===== src/rtl/mcu_cmd_listener.sv =====
// Command/event dispatcher: frames host commands (start code + control byte),
// classifies the control byte and arbitrates latched capture-complete events.
module mcu_cmd_listener #(
   parameter int                  DW            = 8,
   parameter logic [DW-1:0]       START_CODE    = 8'h68,
   parameter int                  N_CLS         = 6,
   parameter logic [N_CLS*DW-1:0] CLS_LO        = {8'h42, 8'h41, 8'h31, 8'h21, 8'h11, 8'h01},
   parameter logic [N_CLS*DW-1:0] CLS_HI        = {8'h42, 8'h41, 8'h32, 8'h22, 8'h16, 8'h06},
   parameter int                  N_EVT         = 2,
   parameter logic [N_EVT-1:0]    SRAM_DIR_MASK = 2'b10,
   parameter int                  TIMEOUT       = 50000
) (
   input  logic             clk,
   input  logic             rst,
   input  logic             rx_ok,
   input  logic [DW-1:0]    rx_data,
   input  logic [N_EVT-1:0] evt_in,
   input  logic             com_done_ok,
   output logic [DW-1:0]    ctrl_code,
   output logic [N_CLS-1:0] cmd_flag,
   output logic [N_EVT-1:0] evt_flag,
   output logic             sram_io_dir_ctrl,
   output logic             busy,
   output logic             err_badcode,
   output logic             err_timeout
);

   localparam int             CW       = (TIMEOUT > 0) ? $clog2(TIMEOUT + 1) : 1;
   localparam int             WD_LIM_I = (TIMEOUT > 0) ? TIMEOUT - 1 : 0;
   localparam logic [CW-1:0]  WD_LIM   = WD_LIM_I[CW-1:0];

   typedef enum logic [1:0] {IDLE, WAIT_CODE, DECODE, WAIT_DONE} state_t;

   state_t             state;
   logic               rx_s1, rx_s2;
   logic [N_EVT-1:0]   evt_s1, evt_s2;
   logic [N_EVT-1:0]   evt_pend;
   logic [DW-1:0]      code_r;
   logic [CW-1:0]      wd_cnt;

   logic               rx_rise, start_hit, evt_any, sel_dir, cls_hit, wd_exp;
   logic [N_EVT-1:0]   evt_rise, pend_eff, evt_sel, evt_clr, pend_nxt;
   logic [N_CLS-1:0]   cls_sel;

   // Synchroniser stages reset high so a level already present at reset release is not an edge.
   always_ff @(posedge clk or negedge rst) begin
      if (!rst) begin
         rx_s1  <= 1'b1;
         rx_s2  <= 1'b1;
         evt_s1 <= '1;
         evt_s2 <= '1;
      end else begin
         rx_s1  <= rx_ok;
         rx_s2  <= rx_s1;
         evt_s1 <= evt_in;
         evt_s2 <= evt_s1;
      end
   end

   always_comb begin
      rx_rise   = rx_s1 & ~rx_s2;
      evt_rise  = evt_s1 & ~evt_s2;
      start_hit = rx_rise && (rx_data == START_CODE);
      pend_eff  = evt_pend | evt_rise;
      evt_sel   = '0;
      sel_dir   = 1'b0;
      for (int i = N_EVT - 1; i >= 0; i--) begin
         if (pend_eff[i]) begin
            evt_sel    = '0;
            evt_sel[i] = 1'b1;
            sel_dir    = SRAM_DIR_MASK[i];
         end
      end
      evt_any = |pend_eff;
      evt_clr = (state == IDLE && !start_hit) ? evt_sel : '0;
      // A fresh edge landing on an already-pending bit survives its dispatch.
      pend_nxt = '0;
      for (int i = 0; i < N_EVT; i++)
         pend_nxt[i] = evt_clr[i] ? (evt_pend[i] & evt_rise[i]) : pend_eff[i];
      cls_sel = '0;
      for (int k = N_CLS - 1; k >= 0; k--) begin
         if (code_r >= CLS_LO[k*DW +: DW] && code_r <= CLS_HI[k*DW +: DW]) begin
            cls_sel    = '0;
            cls_sel[k] = 1'b1;
         end
      end
      cls_hit = |cls_sel;
      wd_exp  = (TIMEOUT != 0) && (wd_cnt == WD_LIM);
   end

   always_ff @(posedge clk or negedge rst) begin
      if (!rst) begin
         state            <= IDLE;
         evt_pend         <= '0;
         code_r           <= '0;
         wd_cnt           <= '0;
         ctrl_code        <= '0;
         cmd_flag         <= '0;
         evt_flag         <= '0;
         sram_io_dir_ctrl <= 1'b0;
         busy             <= 1'b0;
         err_badcode      <= 1'b0;
         err_timeout      <= 1'b0;
      end else begin
         cmd_flag    <= '0;
         evt_flag    <= '0;
         err_badcode <= 1'b0;
         err_timeout <= 1'b0;
         evt_pend    <= pend_nxt;
         case (state)
            IDLE: begin
               wd_cnt <= '0;
               if (start_hit) begin
                  state <= WAIT_CODE;
                  busy  <= 1'b1;
               end else if (evt_any) begin
                  state            <= WAIT_DONE;
                  busy             <= 1'b1;
                  evt_flag         <= evt_sel;
                  sram_io_dir_ctrl <= sel_dir;
               end
            end
            WAIT_CODE: begin
               if (rx_rise) begin
                  code_r <= rx_data;
                  state  <= DECODE;
                  wd_cnt <= '0;
               end else if (wd_exp) begin
                  state       <= IDLE;
                  busy        <= 1'b0;
                  err_timeout <= 1'b1;
                  wd_cnt      <= '0;
               end else if (TIMEOUT != 0) begin
                  wd_cnt <= wd_cnt + CW'(1);
               end
            end
            DECODE: begin
               wd_cnt <= '0;
               if (cls_hit) begin
                  state     <= WAIT_DONE;
                  cmd_flag  <= cls_sel;
                  ctrl_code <= code_r;
               end else begin
                  state       <= IDLE;
                  busy        <= 1'b0;
                  err_badcode <= 1'b1;
               end
            end
            WAIT_DONE: begin
               if (com_done_ok || wd_exp) begin
                  state            <= IDLE;
                  busy             <= 1'b0;
                  ctrl_code        <= '0;
                  sram_io_dir_ctrl <= 1'b0;
                  err_timeout      <= !com_done_ok;
                  wd_cnt           <= '0;
               end else if (TIMEOUT != 0) begin
                  wd_cnt <= wd_cnt + CW'(1);
               end
            end
            default: begin
               state <= IDLE;
               busy  <= 1'b0;
            end
         endcase
      end
   end

endmodule


===== config.mk =====
export PLATFORM = sky130hd
export DESIGN_NAME = mcu_cmd_listener
export DESIGN_NICKNAME = d
export VERILOG_FILES = /design/src/rtl/mcu_cmd_listener.sv
export SDC_FILE = /design/constraint.sdc
export NUM_CORES = 1
export LEC_CHECK = 0
export CORE_ASPECT_RATIO = 0.9
export CORE_MARGIN = 1
export CORE_UTILIZATION = 40
export CTS_CLUSTER_SIZE = 28
export DETAILED_ROUTE_END_ITERATION = 6
export PLACE_DENSITY = 0.74
export SLEW_MARGIN = 20
export SYNTH_ARGS = -nofsm -noshare
export SYNTH_HDL_FRONTEND = slang
export SYNTH_SLANG_ARGS = --single-unit
export TNS_END_PERCENT = 30

===== constraint.sdc =====
create_clock -name clk -period 2.15 [get_ports clk]
set_clock_uncertainty 0.2 [all_clocks]
set_input_delay 0.43 -clock clk [delete_from_list [all_inputs] [get_ports clk]]
set_output_delay 0.43 -clock clk [all_outputs]
set_load 0.02 [all_outputs]

Word-level counts from Yosys, hierarchy flattened:

Cells that the tools add are included.

* input bits: 14
* register bits after elaboration: 54
* output and inout bits: 20

* $lt $le $gt $ge: 12
* $add $sub $neg: 1
* eq/ne operators: 14
* mux-type cells: 48
* reductions and logical operators: 22
* bitwise operators: 7

Operators with widths (number)
* 16-bit two-way mux: 3
* 6-bit two-way mux: 8
* 16-bit one-hot mux with 3 select lines: 1
* 2-bit two-way mux: 12
* 1-bit two-way mux: 17
* 16-bit by 1-bit adder with 16-bit output (second input constant): 1
* 16-bit == test (second input constant): 1
* 8-bit by 6-bit greater-or-equal comparator with 1-bit output (second input constant): 2
* 8-bit by 7-bit greater-or-equal comparator with 1-bit output (second input constant): 2
* 8-bit by 6-bit less-or-equal comparator with 1-bit output (second input constant): 2
* 8-bit by 7-bit less-or-equal comparator with 1-bit output (second input constant): 2
* 8-bit two-way mux: 2
* 8-bit one-hot mux with 2 select lines: 1
* 2-bit != test (second input constant): 7
* 8-bit by 7-bit == test with 1-bit output (second input constant): 1
* 8-bit by 1-bit greater-or-equal comparator with 1-bit output (second input constant): 1
* 8-bit by 5-bit greater-or-equal comparator with 1-bit output (second input constant): 1
* 8-bit by 3-bit less-or-equal comparator with 1-bit output (second input constant): 1
* 8-bit by 5-bit less-or-equal comparator with 1-bit output (second input constant): 1
* 1-bit logical AND: 8
* 2-bit one-hot mux with 4 select lines: 1
* 3-bit != test (second input constant): 2
* 3-bit AND reduction: 2
* 6-bit OR reduction: 1
* other kinds (17): 24

Depth between registers and ports, before layout:

* depth in word-level cells: 11
* gate-level depth with buffers: 8
* gate-level depth less buffers: 5

Worst setup path before layout:

No wires, ideal clock.

* path type: input-to-reg
* from: input port rx_data[0]
* to: register state[1]
* stages on the path: 4
* arrival: 1.736 ns
* setup slack: 0.075 ns
* setup time: 0.139 ns
* required time: 1.811 ns
* cell sequence: or4b_1 o31ai_2 a21oi_1 or4_1

* cells in the longest elaborated chain, start to end: 4

Ends and longest elaborated chain
* start, declared: line 16 `input logic [DW-1:0] rx_data,`
* 8-bit by 7-bit == test with 1-bit output (*): line 63 `start_hit = rx_rise && (rx_data == START_CODE);`
* 1-bit logical AND (*): line 63
* 2-bit two-way mux / 3-bit != test (equally long branches)
* 2-bit one-hot mux with 4 select lines / 3-bit AND reduction (equally long branches)
* end signal, assigned: line 114 `state <= WAIT_CODE;`
* end signal, assigned: line 117 `state <= WAIT_DONE;`
* end signal, assigned: line 126 `state <= DECODE;`
* end, declared: line 34 `state_t state;`

Every way passes the cells marked *; elsewhere a longest branch is shown, timed or not.
A chain may end at the register's enable or synchronous reset.

Worst setup path in the final report:

Ends and elaborated chain as after synthesis.

==> results <==
- The number of global-route vias before repair is roughly 1800.
- The routed design uses 137 um of met3 wire.
- The total wire length is 4.954 mm.
- The worst pin sits at a relative slew slack of around two thirds.
- When the netlist entered floorplanning its net count stood at 241.
- The highest net fanout along the worst path is 2.
- The critical path in this run is classified as input pin to flop.
- For the pin with the worst max-slew slack, the measured transition is between 0.5 and 0.6 ns.
- Counting instances, the worst hold path has a depth of 0.
- In the synthesized netlist the async set-or-reset flop fraction comes to 100.0%.
- After detailed routing, the average wire length per cell comes to 14.40 um.
- STA classifies the critical path startpoint as an input pin.
- The checks that failed: DRC.
- The pre-antenna-repair detailed-routing pass consisted of 6 iterations.
- Dividing total power by cell area gives a power density of about 1100 nW/um2.
- The final worst setup slack is 0.06963 ns.
- The tree built by TritonCTS fans out to 54 sinks.
- The kind of end point of the critical path is a flop.
- In this run the critical register-to-register path is launched from rx_s2.
- The count of mapped cells out of synthesis is ~230.
- The detailed-route DRC error count is 2.
- The launching instance or port of the critical path is rx_data[0].
- Synthesis inferred between 50 and 60 register bits.
- The most common cell after layout, fill and taps aside is sky130_fd_sc_hd__dfrtp_1.
- The flow ran to the end, but the final reports show violations.
- Overall power consumption after layout is estimated at 3.238 mW.
- The number of antenna diodes in the final layout is 0.
- Wire segments on met2 add up to 2.345 mm in the final route.
- In this run the remaining antenna-violating nets after routing total 0.
- TritonCTS created 5 clock buffers.
- The final layout contains 288 nets.
- The number of H-tree levels is 2.
- Once the clock tree was built, the setup fixing pass inserted 0 buffers.
- After the first detailed-routing iteration, the DRC count stood at 74.
- The worst hold path begins at evt_s1[0].
- For this run, the number of Yosys warnings is 0.
- The first global-routing pass estimated about 8.6 mm of wire.
- Once placement finished, the instance area stood at 2940 um2.
- After synthesis, the netlist uses 53 different library cells.
- The largest net degree at the start of global routing is 34.
- Before CTS, the worst setup slack after placement is -0.3084 ns.
- The number of max-slew violations in the final report was 0.
- In the synthesized netlist the dominant register cell turns out to be sky130_fd_sc_hd__dfrtp_1.
- The flop-to-flop setup slack is roughly 0.11 ns.
- The worst hold path terminates at evt_s2[0].
- After clock tree synthesis, the clock-pin slew on the worst setup and hold paths is 0.09 ns.
- The placed instance count is between 300 and 400.
- The die covers about 6500 um2.
- The final hold slack is 0.1693 ns.
- The final hold violation count is 0.
- The top routing layer in use is met4.
- The number of antenna violations at the first check in global routing is 0.
- Detailed placement ended at an HPWL of approximately 3.6 mm.
- The worst-case IR drop observed on VDD is 390.1 uV.
- In the layout the commonest cells are sky130_fd_sc_hd__dfrtp_1, sky130_fd_sc_hd__clkdlybuf4s50_1, sky130_fd_sc_hd__nor2_1.
- After synthesis, flip-flops and latches occupy between 50% and 60% of the total area.
- The worst register-to-register path has a depth of 5.
- The filler cells instantiated in the layout total a little over 500.
- The total of endpoints with negative setup slack in the final report is 0.
- For this design the top-level I/O count stands at 34.
- The data required time of the critical path is ~2.1 ns.
- The wire length on met1 is roughly 2.4 mm.
- The floorplan step set the die height to 76.53 um.
- After layout, the minimum clock period comes to 2.080 ns.
- The growth of design area from synthesis to finish is 24.73%.
- The core region is ~5800 um2.
- The share of layout cells above drive strength 1 is around 15%.
- TritonCTS built the clock tree.
- The highest achievable clock rate is approximately 480 MHz.
- Of the available clock period, the critical path in the final layout requires a little over nine tenths.
- For this configuration, the core starts out at a cell density of between 40% and 50%.
- The floorplan step set the die width to ~85 um.
- Buffers placed on the I/O ports in this run total 33.
- After routing the design area is 3079 um2.
- The number of flops mapped to enable cells by yosys is 0.
- The clock passes through at most 2 buffers.
- The worst path arrival time is about 2.1 ns.
- For this design the static power due to leakage is roughly 1.3 nW.
- At the end of routability-driven placement, the weighted congestion stood at slightly above 0.8.
- The path class of the lowest-slack min-delay path is flop to flop.
- The finished layout holds about 340 standard cells, fillers aside.
- The later pin in the worst-skew pair is clocked with a latency of a little over 0.3 ns.
- The mean cell area of the mapped netlist is approximately 11 um2.
- The area of the mapped netlist is around 2500 um2.
- The floorplan has 26 rows.
- The cell sitting at the root of the clock tree is a sky130_fd_sc_hd__clkbuf_8.
- The tool flagged a number of max-cap violations equal to 0.
- The total grt overflow is 0.
- The endpoint of the most critical register-to-register path is evt_pend[1].
- Dividing the detail-routed via count by the number of cells gives 5.410.
- The via count of the routed design is about 1900.
- The global-route usage over all layers is between 10% and 20%.
## area by class of cell
class / instances / area, um2 / area share [%]
Clock buffer: 5 / 68.82 / 2.235
Tap cell: 70 / 87.58 / 2.844
Clock inverter: 3 / 40.04 / 1.300
Timing Repair Buffer: 47 / 452.9 / 14.71
Sequential cell: 54 / 1359 / 44.13
Multi-Input combinational cell: 157 / 1041 / 33.81
Inverter: 8 / 30.03 / 0.9752
## routing by layer
metal / global-route usage [%] / vias up
met5: 0 / -
met4: 5.424 / 0
met3: 3.467 / 8
met2: 26.10 / 30
met1: 23.34 / 926
li1: - / 897
## repair_timing
action / CTS / global route
hold buffers: 1 / 0
gates resized for setup: 0 / 5
endpoints found under the hold margin: 19 / 0
endpoints found under the setup margin: 0 / 3
## Yosys cell counts (all sizes together), types with 5 or more instances
cell type  instances  share of area, %
nand2             15               2.3
o21ai             12               2.4
o211ai             5               1.9
dfstp              6               6.4
nor4               5               1.3
or3                5               1.5
inv                8               1.2
dfrtp             48                49
nor3              12               2.4
nor2              25               3.8
nand3              7               1.4
nor2b              5               1.3
mux2i              5               2.0
xnor2             11               3.9
## worst max path at each step
stage,depth (start not counted),end,slack (ns)
3_3_place_gp,5,state[1],-0.28
3_5_place_dp,5,state[1],-0.31
5_1_grt,5,state[1],-0.0003
6_report,5,state[1],0.07
4_1_cts,5,state[1],0.02
2_1_floorplan,4,state[1],0.08
## power by group
group	leakage, nW	internal [mW]	switching, mW
Clock	0.0579	0.343	0.321
Sequential	0.701	1.22	0.187
Combinational	0.501	0.530	0.633
Total	1.26	2.10	1.14
## flip-flops by register name (all words and copies together) (netlist names)
signal            cells
ctrl_code             8
evt_pend              2
err_badcode           1
state                 2
err_timeout           1
wd_cnt               16
sram_io_dir_ctrl      1
cmd_flag              6
evt_s2                2
code_r                8
busy                  1
evt_flag              2
evt_s1                2
rx_s1                 1
rx_s2                 1
## worst max-delay path: stages
cell and delay (ns):
sky130_fd_sc_hd__clkdlybuf4s50_1 0.42, sky130_fd_sc_hd__or4b_4 0.52, sky130_fd_sc_hd__o31ai_4 0.24, sky130_fd_sc_hd__a21oi_1 0.06, sky130_fd_sc_hd__or4_1 0.39
## per-stage QoR
step	setup TNS (ns)	utilization, %
6_report	0	52.88
4_1_cts	0	52.54
3_5_place_dp	-1.362	50.49
3_3_place_gp	-1.135	50.49
5_1_grt	-0.0003146	52.88
2_1_floorplan	0	-
## kinds of logic after synthesis
kind of cell	Yosys count	share of synthesized area, %
adder cells (fa/ha/maj)	3	1.318
multiplexers	8	3.396
flip-flops	54	55.04
AO/OA/AOI/OAI	32	9.479
buffers and inverters	15	3.294
AND/OR/NAND/NOR	100	22.50
XOR/XNOR	14	4.967
Power figures use the tool's default switching activity.
